<file path="src/rtl/baud_rate_gen_frac.sv">
// Fractional-divisor UART baud tick generator with independent TX bit and RX
// oversample engines sharing one runtime-programmable divisor.
module baud_rate_gen_frac #(
  parameter int unsigned DIV_INT_W        = 16,
  parameter int unsigned DIV_FRAC_W       = 4,
  parameter int unsigned OVERSAMPLE       = 16,
  parameter int unsigned DEFAULT_DIV_INT  = 54,
  parameter int unsigned DEFAULT_DIV_FRAC = 4
) (
  input  logic                          clk,
  input  logic                          reset,
  input  logic                          enable,
  input  logic                          cfg_valid,
  output logic                          cfg_ready,
  input  logic [DIV_INT_W-1:0]          cfg_div_int,
  input  logic [DIV_FRAC_W-1:0]         cfg_div_frac,
  output logic                          cfg_err,
  input  logic                          rx_resync,
  output logic                          tx_en,
  output logic                          rx_en,
  output logic [$clog2(OVERSAMPLE)-1:0] rx_phase,
  output logic                          rx_sample
);

  localparam int unsigned OS_W  = $clog2(OVERSAMPLE);
  localparam int unsigned CNT_W = DIV_INT_W + 1;
  localparam int unsigned SUM_W = DIV_FRAC_W + 1;

  typedef enum logic [1:0] {CFG_IDLE, CFG_PENDING, CFG_APPLIED} cfg_state_t;

  cfg_state_t             cfg_state;
  logic [DIV_INT_W-1:0]   div_int, pend_int;
  logic [DIV_FRAC_W-1:0]  div_frac, pend_frac;
  logic [CNT_W-1:0]       tx_cnt, rx_cnt;
  logic [DIV_FRAC_W-1:0]  tx_acc, rx_acc;
  logic                   tx_carry, rx_carry;
  logic [OS_W-1:0]        tx_os, rx_os;

  logic [CNT_W-1:0]       tx_last, rx_last;
  logic [SUM_W-1:0]       tx_sum, rx_sum;
  logic [OS_W-1:0]        tx_os_inc, rx_os_inc;
  logic                   tx_tick, rx_tick, tx_wrap, apply;

  // Tick detection: period is div_int plus the carry left by the previous tick.
  always_comb begin
    tx_last   = CNT_W'(div_int) + CNT_W'(tx_carry) - CNT_W'(1);
    rx_last   = CNT_W'(div_int) + CNT_W'(rx_carry) - CNT_W'(1);
    tx_tick   = enable && (tx_cnt == tx_last);
    rx_tick   = enable && (rx_cnt == rx_last);
    tx_sum    = SUM_W'(tx_acc) + SUM_W'(div_frac);
    rx_sum    = SUM_W'(rx_acc) + SUM_W'(div_frac);
    tx_os_inc = tx_os + OS_W'(1);
    rx_os_inc = rx_os + OS_W'(1);
    tx_wrap   = tx_tick && (tx_os_inc == '0);
    apply     = (cfg_state == CFG_PENDING) && (!enable || tx_wrap);
  end

  always_ff @(posedge clk) begin
    if (reset) begin
      cfg_state <= CFG_IDLE;
      cfg_ready <= 1'b1;
      cfg_err   <= 1'b0;
      div_int   <= DIV_INT_W'(DEFAULT_DIV_INT);
      div_frac  <= DIV_FRAC_W'(DEFAULT_DIV_FRAC);
      pend_int  <= '0;
      pend_frac <= '0;
      tx_cnt    <= '0;
      tx_acc    <= '0;
      tx_carry  <= 1'b0;
      tx_os     <= '0;
      rx_cnt    <= '0;
      rx_acc    <= '0;
      rx_carry  <= 1'b0;
      rx_os     <= '0;
      tx_en     <= 1'b0;
      rx_en     <= 1'b0;
      rx_sample <= 1'b0;
      rx_phase  <= '0;
    end else begin
      rx_en     <= 1'b0;
      rx_sample <= 1'b0;
      cfg_err   <= 1'b0;
      tx_en     <= tx_wrap;

      // TX engine: only disable or a config apply restarts it.
      if (!enable || apply) begin
        tx_cnt   <= '0;
        tx_acc   <= '0;
        tx_carry <= 1'b0;
        tx_os    <= '0;
      end else if (tx_tick) begin
        tx_cnt              <= '0;
        {tx_carry, tx_acc}  <= tx_sum;
        tx_os               <= tx_os_inc;
      end else begin
        tx_cnt <= tx_cnt + CNT_W'(1);
      end

      // RX engine: a restart swallows any tick landing in the same cycle.
      if (!enable || apply || rx_resync) begin
        rx_cnt   <= '0;
        rx_acc   <= '0;
        rx_carry <= 1'b0;
        rx_os    <= '0;
        rx_phase <= '0;
      end else if (rx_tick) begin
        rx_cnt             <= '0;
        {rx_carry, rx_acc} <= rx_sum;
        rx_os              <= rx_os_inc;
        rx_en              <= 1'b1;
        rx_phase           <= rx_os_inc;
        rx_sample          <= (rx_os_inc == OS_W'(OVERSAMPLE / 2));
      end else begin
        rx_cnt <= rx_cnt + CNT_W'(1);
      end

      // Config handshake: hold a legal divisor until the next TX bit boundary.
      case (cfg_state)
        CFG_IDLE: begin
          if (cfg_valid) begin
            if (cfg_div_int < DIV_INT_W'(2)) begin
              cfg_err <= 1'b1;
            end else begin
              pend_int  <= cfg_div_int;
              pend_frac <= cfg_div_frac;
              cfg_ready <= 1'b0;
              cfg_state <= CFG_PENDING;
            end
          end
        end
        CFG_PENDING: begin
          if (apply) begin
            div_int   <= pend_int;
            div_frac  <= pend_frac;
            cfg_state <= CFG_APPLIED;
          end
        end
        CFG_APPLIED: begin
          cfg_ready <= 1'b1;
          cfg_state <= CFG_IDLE;
        end
        default: cfg_state <= CFG_IDLE;
      endcase
    end
  end

endmodule

</file>
<file path="config.mk">
export PLATFORM = sky130hd
export DESIGN_NAME = baud_rate_gen_frac
export DESIGN_NICKNAME = d
export VERILOG_FILES = /design/src/rtl/baud_rate_gen_frac.sv
export SDC_FILE = /design/constraint.sdc
export NUM_CORES = 1
export LEC_CHECK = 0
export ABC_CLOCK_PERIOD_IN_PS = 4200
export CAP_MARGIN = 10
export CORE_MARGIN = 3
export CORE_UTILIZATION = 55
export DETAILED_ROUTE_END_ITERATION = 7
export GPL_TIMING_DRIVEN = 0
export PLACE_DENSITY_LB_ADDON = 0.05
export SKIP_LAST_GASP = 1
export SLEW_MARGIN = 20
export SYNTH_ARGS = -nofsm -noshare
export SYNTH_HDL_FRONTEND = slang
export SYNTH_SLANG_ARGS = --single-unit
</file>
<file path="constraint.sdc">
create_clock -name clk -period 4.2 [get_ports clk]
set_input_delay 0.84 -clock clk [delete_from_list [all_inputs] [get_ports clk]]
set_output_delay 0.84 -clock clk [all_outputs]
set_load 0.01 [all_outputs]
</file>
== Word-level counts from Yosys, hierarchy flattened ==
Cells that the tools add are included.

* Bits of input ports: 25
* Latch bits: 0
* Memories kept: 0
* Output and inout port bits: 9
* Register bits: 99
* Memory bits (read-only): 0
* Bits in writable memories: 0

* Shift-type cells: 0
* $add $sub $neg: 10
* $mul: 0
* Bitwise operators: 4
* Equality and inequality tests: 8
* Div/mod/pow operators: 0
* Order comparisons: 1
* Reductions and logical operators: 21
* Multiplexer cells: 9

{| class="wikitable"
|+ Operators with widths
! operator !! number
|-
| adder 16 x 1 -> 17 bit || 2
|-
| adder 17 x 1 -> 17 bit (second input constant) || 2
|-
| == test 17 bit || 2
|-
| subtractor 17 x 1 -> 17 bit (second input constant) || 2
|-
| less-than comparator 16 x 2 -> 1 bit (second input constant) || 1
|-
| OR reduction 3 bit || 4
|-
| adder 4 x 4 -> 5 bit || 2
|-
| AND reduction 3 bit || 3
|-
| adder 4 x 1 -> 4 bit (second input constant) || 2
|-
| two-way mux 2 bit || 3
|-
| inequality test 2 bit (second input constant) || 3
|-
| == test 4 bit (second input constant) || 1
|-
| logical AND 1 bit || 4
|-
| zero test 4 bit || 1
|-
| two-way mux 1 bit || 4
|-
| NOT 1 bit || 4
|-
| case mux 2 bit (2 select lines) || 1
|-
| OR reduction 2 bit || 2
|-
| logical OR 1 bit || 3
|-
| == test 2 x 1 -> 1 bit (second input constant) || 1
|-
| == test 2 bit (second input constant) || 1
|-
| zero test 2 bit || 1
|-
| case mux 1 bit (2 select lines) || 1
|-
| AND reduction 2 bit || 1
|-
| 2 further kinds || 2
|}

== Depth between registers and ports, before layout ==
Gate-level depths: netlist of the first run.

* Depth in word-level cells: 10
* Mapped depth: 13

== Worst setup path before layout of the first run ==
No wires, ideal clock.

* Kind: register to register
* From: register div_int[0]
* To: register div_frac[2]
* Period minus slack after synthesis: 2660 ps
* Cell stages (with the launch flop): 13
* Arrival time: 2534 ps
* Slack: 1540 ps
* Path through: dfxtp_1 -> inv_1 -> ha_1 -> ha_1 -> clkbuf_1 -> xor2_1 -> xnor2_1 -> o211ai_1 -> or4_1 -> o41a_1 -> buf_2 -> o21ai_1 -> nand3_1

* Cells in the longest elaborated chain, start to end: 8

{| class="wikitable"
|+ RTL lines
! item !! line !! source
|-
| start, declared || 32 || <nowiki>logic [DIV_INT_W-1:0] div_int, pend_int;</nowiki>
|-
| start signal, assigned || 63 || <nowiki>div_int <= DIV_INT_W'(DEFAULT_DIV_INT);</nowiki>
|-
| start signal, assigned || 133 || <nowiki>div_int <= pend_int;</nowiki>
|-
| adder 16 x 1 -> 17 bit || 46 || <nowiki>tx_last = CNT_W'(div_int) + CNT_W'(tx_carry) - CNT_W'(1);</nowiki>
|-
| subtractor 17 x 1 -> 17 bit || 46 ||
|-
| == test 17 bit || 48 || <nowiki>tx_tick = enable && (tx_cnt == tx_last);</nowiki>
|-
| logical AND 1 bit || 48 ||
|-
| logical AND 1 bit || 54 || <nowiki>tx_wrap = tx_tick && (tx_os_inc == '0);</nowiki>
|-
| logical OR 1 bit || 55 || <nowiki>apply = (cfg_state == CFG_PENDING) && (!enable || tx_wrap);</nowiki>
|-
| logical AND 1 bit || 55 ||
|-
| AND reduction 2 bit (no source line) || - ||
|-
| end signal, assigned || 64 || <nowiki>div_frac <= DIV_FRAC_W'(DEFAULT_DIV_FRAC);</nowiki>
|-
| end signal, assigned || 134 || <nowiki>div_frac <= pend_frac;</nowiki>
|-
| end, declared || 33 || <nowiki>logic [DIV_FRAC_W-1:0] div_frac, pend_frac;</nowiki>
|}

Every way passes these cells.
A chain may end at the register's enable or synchronous reset.

== Worst setup path in the final report of the first run ==
* From: register div_int[0]
* To: register rx_cnt[14]

* Cells in the longest elaborated chain, start to end: 10
* Elaborated cells on any way between the ends: 14
* Classes of those cells: add/sub (4); eq/ne (2); reduce/logical (8)

{| class="wikitable"
|+ RTL lines
! item !! line !! source
|-
| adder 16 x 1 -> 17 bit || 46 ||
|-
| subtractor 17 x 1 -> 17 bit || 46 ||
|-
| == test 17 bit || 48 ||
|-
| logical AND 1 bit || 48 ||
|-
| logical AND 1 bit || 54 ||
|-
| logical OR 1 bit || 55 ||
|-
| logical AND 1 bit || 55 ||
|-
| logical OR 1 bit (2 in series) || 100 || <nowiki>if (!enable || apply || rx_resync) begin</nowiki>
|-
| OR reduction 3 bit (no source line) (*) || - ||
|-
| end signal, assigned || 114 || <nowiki>rx_cnt <= rx_cnt + CNT_W'(1);</nowiki>
|-
| end, declared || 34 || <nowiki>logic [CNT_W-1:0] tx_cnt, rx_cnt;</nowiki>
|}

Mark *: on every way between the ends. The rest lies on a longest branch, timed or not.

==> summary.txt, run 1 <==
Global route
  • Grt total ovfl: 0
  • First-pass GRT wire length: 22200 um
  • Largest net degree at the start of global routing: 17
  • Total GRT Usage: 24.40%
  • Initial antenna violation count: 0
  • Number of global-route vias before repair: 4525

Worst setup path
  • Crit-path leading delay family: simple AND/OR/NAND/NOR gates
  • Critical R2R Launch: div_int[0]
  • Setup crit start kind: register
  • Critical path fanouts, max: 10
  • Most used cell, CP: a211oi_1
  • R2r setup slk: 1.03 ns
  • CP Cell Sequence: inv_1 > ha_1 > nor3b_1 > and4_1 > a211oi_1 > a211oi_1 > or2_1 > clkbuf_1 > and3_1 > buf_4 > buf_6 > nor3_2
  • Worst r2r dst: rx_cnt[14]
  • WP data arrival: 3.43 ns
  • Crit path required time: 4.46 ns
  • Worst setup EP type: register
  • Critical path's largest stage delay: 0.54 ns
  • R2R depth: 12
  • CP max-delay cell: nor3b_1
  • Buf/Inv on CP: 4
  • Crit Path Category: register to register

Finish
  • Share of layout cells above drive strength 1: 9.510%
  • Diode count: 0
  • Nets: 733
  • Finished Cell Area: 6291 um^2
  • Area growth syn-to-layout: 11.83%

Clocking
  • Worst-path clk slew: 0.10 ns
  • Root Buffer: clkbuf_8
  • Htree depth: 3
  • # hold bufs at CTS: 0
  • Setup Buffers After CTS: 0
  • CTS tree: done
  • Later-pin clock latency in the skew report: 0.38 ns
  • CTS sink cnt: 99
  • Post-cts resize count: 0
  • Max Buffers Root-to-Sink: 2
  • CTS buffer count: 9

Routing
  • DR iter-0 viols: 232
  • Vias: 4792
  • Vias per cell: 5.794
  • Drt total wl: 13380 um
  • First drt pass iteration count: 5
  • Number of remaining DRC errors: 0
  • ANT nets after route: 0
  • DR WL/cell: 16.18 um

Timing
  • Clock Skew: 0.01427 ns
  • Period utilization: 75.45%
  • WHS: 0.4707 ns
  • Max Slew Vio Count: 0
  • Worst-margin pin slew: 0.6904 ns
  • Setup violators final: 0
  • Slew headroom: 52.78%
  • Fin. Hold Viols: 0
  • Setup total negative slack: 0 ns
  • Max Clk Rate: 0.3156 GHz
  • Fin worst setup slack: 1.031 ns
  • Final min period: 3.169 ns
  • RSZ-0062 raised after global routing: false

Power
  • Leak: 2.256 nW
  • PwrDens: 276.7 nW/um^2
  • Peak supply drop: 0.0003373 V

Die
  • Die span in x: 107.1 um
  • Row count: 36
  • Die area: 11480 um^2
  • Io pins: 34
  • Initial Utilization: 57.03%
  • Core area: 9864 um^2
  • Die H: 107.1 um

Run
  • # Max-Cap Violations: 0

Placed design
  • Port Buffer Count: 32
  • HPWL after DPL: 10290 um
  • Post-DP Area: 6112 um^2
  • Worst slack, placed: 0.7233 ns
  • GPL Wtd Cong: 0.8877

Worst hold path
  • Hold Path Depth: 2
  • Worst Hold Class: register to register
  • Hold path start: pend_int[13]
  • Worst Hold End: pend_int[13]

Synth
  • Ys Warns: 0
  • Synth Flop Type: dfxtp_1
  • Synth Register Bits: 99
  • Netlist Area Pre-Place: 5625 um^2
  • Unique masters post-synth: 77
  • Sequential area share after synthesis: 35.23%
  • Post-synthesis cell count: 646
  • Syn Area/Cell: 8.708 um^2
  • Post-synth EDFFs: 0
  • Ys async rst share: 0%
  • Syn_nets: 690

Status
  • Status: complete, no violations
synthesized netlist by cell type, types with 3 or more instances:
cell,count,area (um^2)
dfxtp_1,99,1982
nor2_1,67,251.5
nand3_1,49,245.2
xnor2_1,36,315.3
a21oi_1,35,175.2
xor2_1,34,297.8
mux2i_1,24,240.2
nand2_1,24,90.09
nand4_1,21,131.4
inv_1,20,75.07
o21ai_1,20,100.1
clkbuf_1,17,63.81
ha_1,17,212.7
nor3_1,13,65.06
nor4_1,12,75.07
o21ai_0,10,50.05
buf_2,9,45.04
nor3_2,9,90.09
and3_1,7,43.79
a211oi_1,6,45.04
a31oi_1,6,37.54
and4_1,6,52.55
buf_4,6,45.04
buf_6,5,56.30
a21o_1,4,30.03
buf_1,4,15.01
nor2b_1,4,25.02
nor3b_1,4,30.03
or3_1,4,25.02
nand2b_1,3,18.77
nand3b_1,3,22.52
o211ai_1,3,22.52
o21a_1,3,22.52
o31ai_1,3,22.52
or2_1,3,18.77
or4_1,3,22.52
state kept, by name, indices dropped and copies added, names as in the netlist, 2 cells and up:
| register | flops |
|---|---|
| cfg_state | 2 |
| rx_cnt | 17 |
| tx_cnt | 17 |
| tx_acc | 4 |
| div_frac | 4 |
| rx_os | 4 |
| rx_acc | 4 |
| pend_int | 16 |
| tx_os | 4 |
| div_int | 16 |
| pend_frac | 4 |
where the power goes:
group / switching (mW) / leakage [nW] / internal, mW / total, mW
registers: 0.0164 / 0.803 / 0.959 / 0.976
logic: 0.111 / 1.37 / 0.0812 / 0.193
clock network: 0.336 / 0.0872 / 0.236 / 0.572
total: 0.464 / 2.26 / 1.28 / 1.74
area by class of cell:
type,instances,area [um^2]
Tap cell,133,166.4
Inverter,20,75.07
Buffer,44,277.8
Clock buffer,12,145.1
Clock inverter,4,33.78
Fill cell,882,3573
Multi-Input combinational cell,483,3291
Timing Repair Buffer,32,320.3
Sequential cell,99,1982
worst min-delay path: cells and delay by family (launching register included):
kind,cells,cell delay [ns]
and+or+nand+nor,1,0.05
DFF,1,0.32
AOI/OAI and AO/OA,1,0.05
logic make-up (layout without fill, tap and decap cells):
kind of cell / Yosys count / count (layout) / share of synthesized area (%)
flip-flops: 99 / 99 / 35.23
adder cells (fa/ha/maj): 19 / 19 / 4.493
XOR/XNOR: 70 / 70 / 10.90
multiplexers: 24 / 24 / 4.270
buffers and inverters: 64 / 112 / 6.272
AND/OR/NAND/NOR: 256 / 256 / 26.00
AO/OA/AOI/OAI: 114 / 114 / 12.83
stage by stage:
| step | instances | total power [mW] | utilization (%) |
|---|---|---|---|
| 6_report | 827 | 1.741 | 63.77 |
| 5_1_grt | 827 | 1.825 | 63.77 |
| 4_1_cts | 827 | 1.756 | 63.77 |
| 3_5_place_dp | 811 | 1.188 | 61.96 |
| 3_3_place_gp | 811 | 1.183 | 61.96 |
| 2_1_floorplan | 646 | 1.122 | - |
layout by cell type (no fill, tap or decap), drive strengths merged, types with 5 or more instances in the layout:
master,count
dfxtp,99
nor2,68
nand3,49
xnor2,36
a21oi,36
xor2,34
clkdlybuf4s50,32
clkbuf,32
o21ai,30
nand2,26
mux2i,24
buf,24
nor3,22
nand4,21
inv,21
ha,17
nor4,16
and3,7
and4,7
a31oi,6
a211oi,6
nor3b,5
or2,5
metal layers:
metal | up-vias | routed length (um) | track usage, %
li1 | 2394 | - | -
met1 | 2226 | 6095 | 30.62
met2 | 147 | 6208 | 40.80
met3 | 25 | 678 | 5.840
met4 | 0 | 400 | 8.584
met5 | - | 0 | 0
how the worst max path moves through the flow:
| stage | slack, ns | startpoint | cells past startpoint | to |
|---|---|---|---|---|
| after floorplan | 1.54 | div_int[0] | 12 | div_frac[2] |
| after global placement | 0.80 | enable | 10 | rx_cnt[16] |
| after detailed placement | 0.72 | enable | 8 | rx_os[0] |
| after CTS | 1.10 | div_int[0] | 12 | rx_cnt[14] |
| after global routing | 0.84 | div_int[0] | 12 | div_int[10] |
| final | 1.03 | div_int[0] | 12 | rx_cnt[14] |
Power figures use the tool's default switching activity.
==> run 2, diff against run 1 <==
--- a/config.mk
+++ b/config.mk
@@ -5,7 +5,7 @@
 export SDC_FILE = /design/constraint.sdc
 export NUM_CORES = 1
 export LEC_CHECK = 0
-export ABC_CLOCK_PERIOD_IN_PS = 4200
+export ABC_CLOCK_PERIOD_IN_PS = 3120
 export CAP_MARGIN = 10
 export CORE_MARGIN = 3
 export CORE_UTILIZATION = 55
==> constraint.sdc (replaced) <==
create_clock -name clk -period 3.12 [get_ports clk]
set_input_delay 0.624 -clock clk [delete_from_list [all_inputs] [get_ports clk]]
set_output_delay 0.624 -clock clk [all_outputs]
set_load 0.01 [all_outputs]
==> summary.txt, run 2 (synthesis results as in run 1) <==
Finish
  • Share of layout cells above drive strength 1: 11.76%
  • Diode count: 0
  • Area growth syn-to-layout: 13.86%
  • Commonest cells after routing, fill and taps aside: dfxtp_1, nor2_1, nand3_1, xnor2_1, a21oi_1
  • Finished Layout Cells: 830
  • Biggest regs: rx_cnt (17), tx_cnt (17)
  • Commonest non-fill, non-tap cell in the layout: dfxtp_1
  • Nets: 736

Clocking
  • Worst-path clk slew: 0.10 ns
  • CTS buffer count: 9
  • Max Buffers Root-to-Sink: 2
  • CTS sink cnt: 99
  • Htree depth: 3
  • CTS tree: done
  • Root Buffer: clkbuf_8
  • Later-pin clock latency in the skew report: 0.39 ns

Placed design
  • Port Buffer Count: 32
  • HPWL after DPL: 10290 um
  • Dpl cells: 811
  • GPL Wtd Cong: 0.8877

Power
  • Clock power frac: 32.7%
  • Peak supply drop: 0.0004546 V
  • Flop pwr share: 55.9%
  • Gate power share: 11.4%
  • Switching share of power: 26.70%
  • Psw: 0.6283 mW
  • Leak: 2.295 nW
  • PwrDens: 367.4 nW/um^2
  • Cell-internal power: 1.725 mW

Worst hold path
  • Hold Path Depth: 2
  • Worst Hold Class: register to register
  • Worst Hold End: div_int[13]
  • Hold path start: pend_int[13]

Worst setup path
  • R2R depth: 10
  • R2r setup slk: 0.14 ns
  • Worst setup EP type: register
  • Critical path's largest stage delay: 0.51 ns
  • Setup crit start kind: register
  • CP max-delay cell: nor4_1
  • Crit Path Category: register to register
  • Worst r2r dst: tx_cnt[13]
  • CP Cell Sequence: clkbuf_1 > nor4_2 > nand3_1 > a21oi_1 > a21oi_1 > nor4_1 > a31o_1 > buf_2 > buf_2 > nor2_1
  • Crit path required time: 3.40 ns
  • Critical R2R Launch: div_int[13]
  • WP data arrival: 3.25 ns
  • Critical path fanouts, max: 10

Global route
  • Grt total ovfl: 0
  • Number of global-route vias before repair: 4525
  • Total GRT Usage: 24.40%
  • Initial antenna violation count: 0
  • First-pass GRT wire length: 22200 um
  • Largest net degree at the start of global routing: 17

Routing
  • Vias per cell: 5.818
  • Number of remaining DRC errors: 0
  • DR WL/cell: 16.49 um
  • First drt pass iteration count: 5
  • DR iter-0 viols: 240
  • Vias: 4829
  • ANT nets after route: 0
  • Drt total wl: 13690 um

Timing
  • Slew headroom: 52.54%
  • RSZ-0062 raised after global routing: false
  • Setup total negative slack: 0 ns
  • Fin. Hold Viols: 0
  • Setup violators final: 0
  • Clock Skew: 0.01599 ns
  • Max Clk Rate: 0.3357 GHz
  • Period utilization: 95.48%
  • Max Slew Vio Count: 0
  • Final min period: 2.979 ns
  • Worst-margin pin slew: 0.7119 ns

Die
  • Die area: 11480 um^2
  • Die span in x: 107.1 um
  • Core area: 9864 um^2
  • Die H: 107.1 um
  • Initial Utilization: 57.03%
  • Io pins: 34
  • Row count: 36

Run
  • # Max-Cap Violations: 0

Status
  • Status: complete, no violations
-- run 2: cell type report --
type / instances / area [um^2]
Tap cell: 133 / 166.4
Clock inverter: 4 / 33.78
Sequential cell: 99 / 1983
Clock buffer: 12 / 145.1
Fill cell: 872 / 3460
Buffer: 43 / 289.0
Multi-Input combinational cell: 483 / 3362
Timing Repair Buffer: 36 / 350.3
Inverter: 20 / 75.07
-- run 2: repair_timing --
| item | in CTS | in global routing |
|---|---|---|
| endpoints found under the setup margin | 0 | 63 |
| hold endpoints to repair | 0 | 0 |
| setup buffers | 0 | 4 |
| resized for setup | 0 | 21 |
| hold buffers | 0 | 0 |
-- run 2: worst max-delay path by stage --
stage | startpoint | end | slack, ns | cells past startpoint
6_report | div_int[13] | tx_cnt[13] | 0.14 | 10
5_1_grt | div_int[3] | rx_sample | 0.02 | 10
4_1_cts | div_int[0] | rx_cnt[14] | 0.02 | 12
3_5_place_dp | enable | rx_os[0] | -0.14 | 8
2_1_floorplan | div_int[0] | div_frac[2] | 0.46 | 12
3_3_place_gp | enable | rx_cnt[16] | -0.06 | 10
-- run 2: layer usage --
layer  up-vias  global-route usage (%)  part of all wire (%)
met3        21                   5.840                   5.0
met4         0                   8.584                   2.6
met5         -                       0                     0
li1       2394                       -                     -
met1      2288                   30.62                    45
met2       126                   40.80                    47
-- run 2: stage by stage --
step                      power (mW)  cell area, um^2  worst slack [ns]  hold slack, ns  util, %
after global routing           2.466             6405           0.01540          0.4985    64.93
after floorplan                1.511             5625            0.4605          0.4366        -
after CTS                      2.363             6291           0.01799          0.4662    63.77
final                          2.353             6405            0.1409          0.4670    64.93
after detailed placement       1.599             6112           -0.1407          0.4515    61.96
after global placement         1.592             6112          -0.06324          0.4479    61.96
-- run 2: power groups by stage --
| stage | sequential, mW | clock (mW) | combinational [mW] |
|---|---|---|---|
| after floorplan | 1.33 | 0 | 0.176 |
| after global placement | 1.34 | 0 | 0.250 |
| after detailed placement | 1.34 | 0 | 0.257 |
| after CTS | 1.31 | 0.792 | 0.258 |
| after global routing | 1.32 | 0.855 | 0.293 |
| final | 1.31 | 0.770 | 0.269 |
-- run 2: worst max-delay path: cells and delay by family (launching register included) --
| family | cells | cell delay, ns |
|---|---|---|
| and+or+nand+nor | 4 | 1.21 |
| AOI/OAI and AO/OA | 3 | 0.63 |
| DFF | 1 | 0.31 |
| buffers and inverters | 3 | 0.69 |
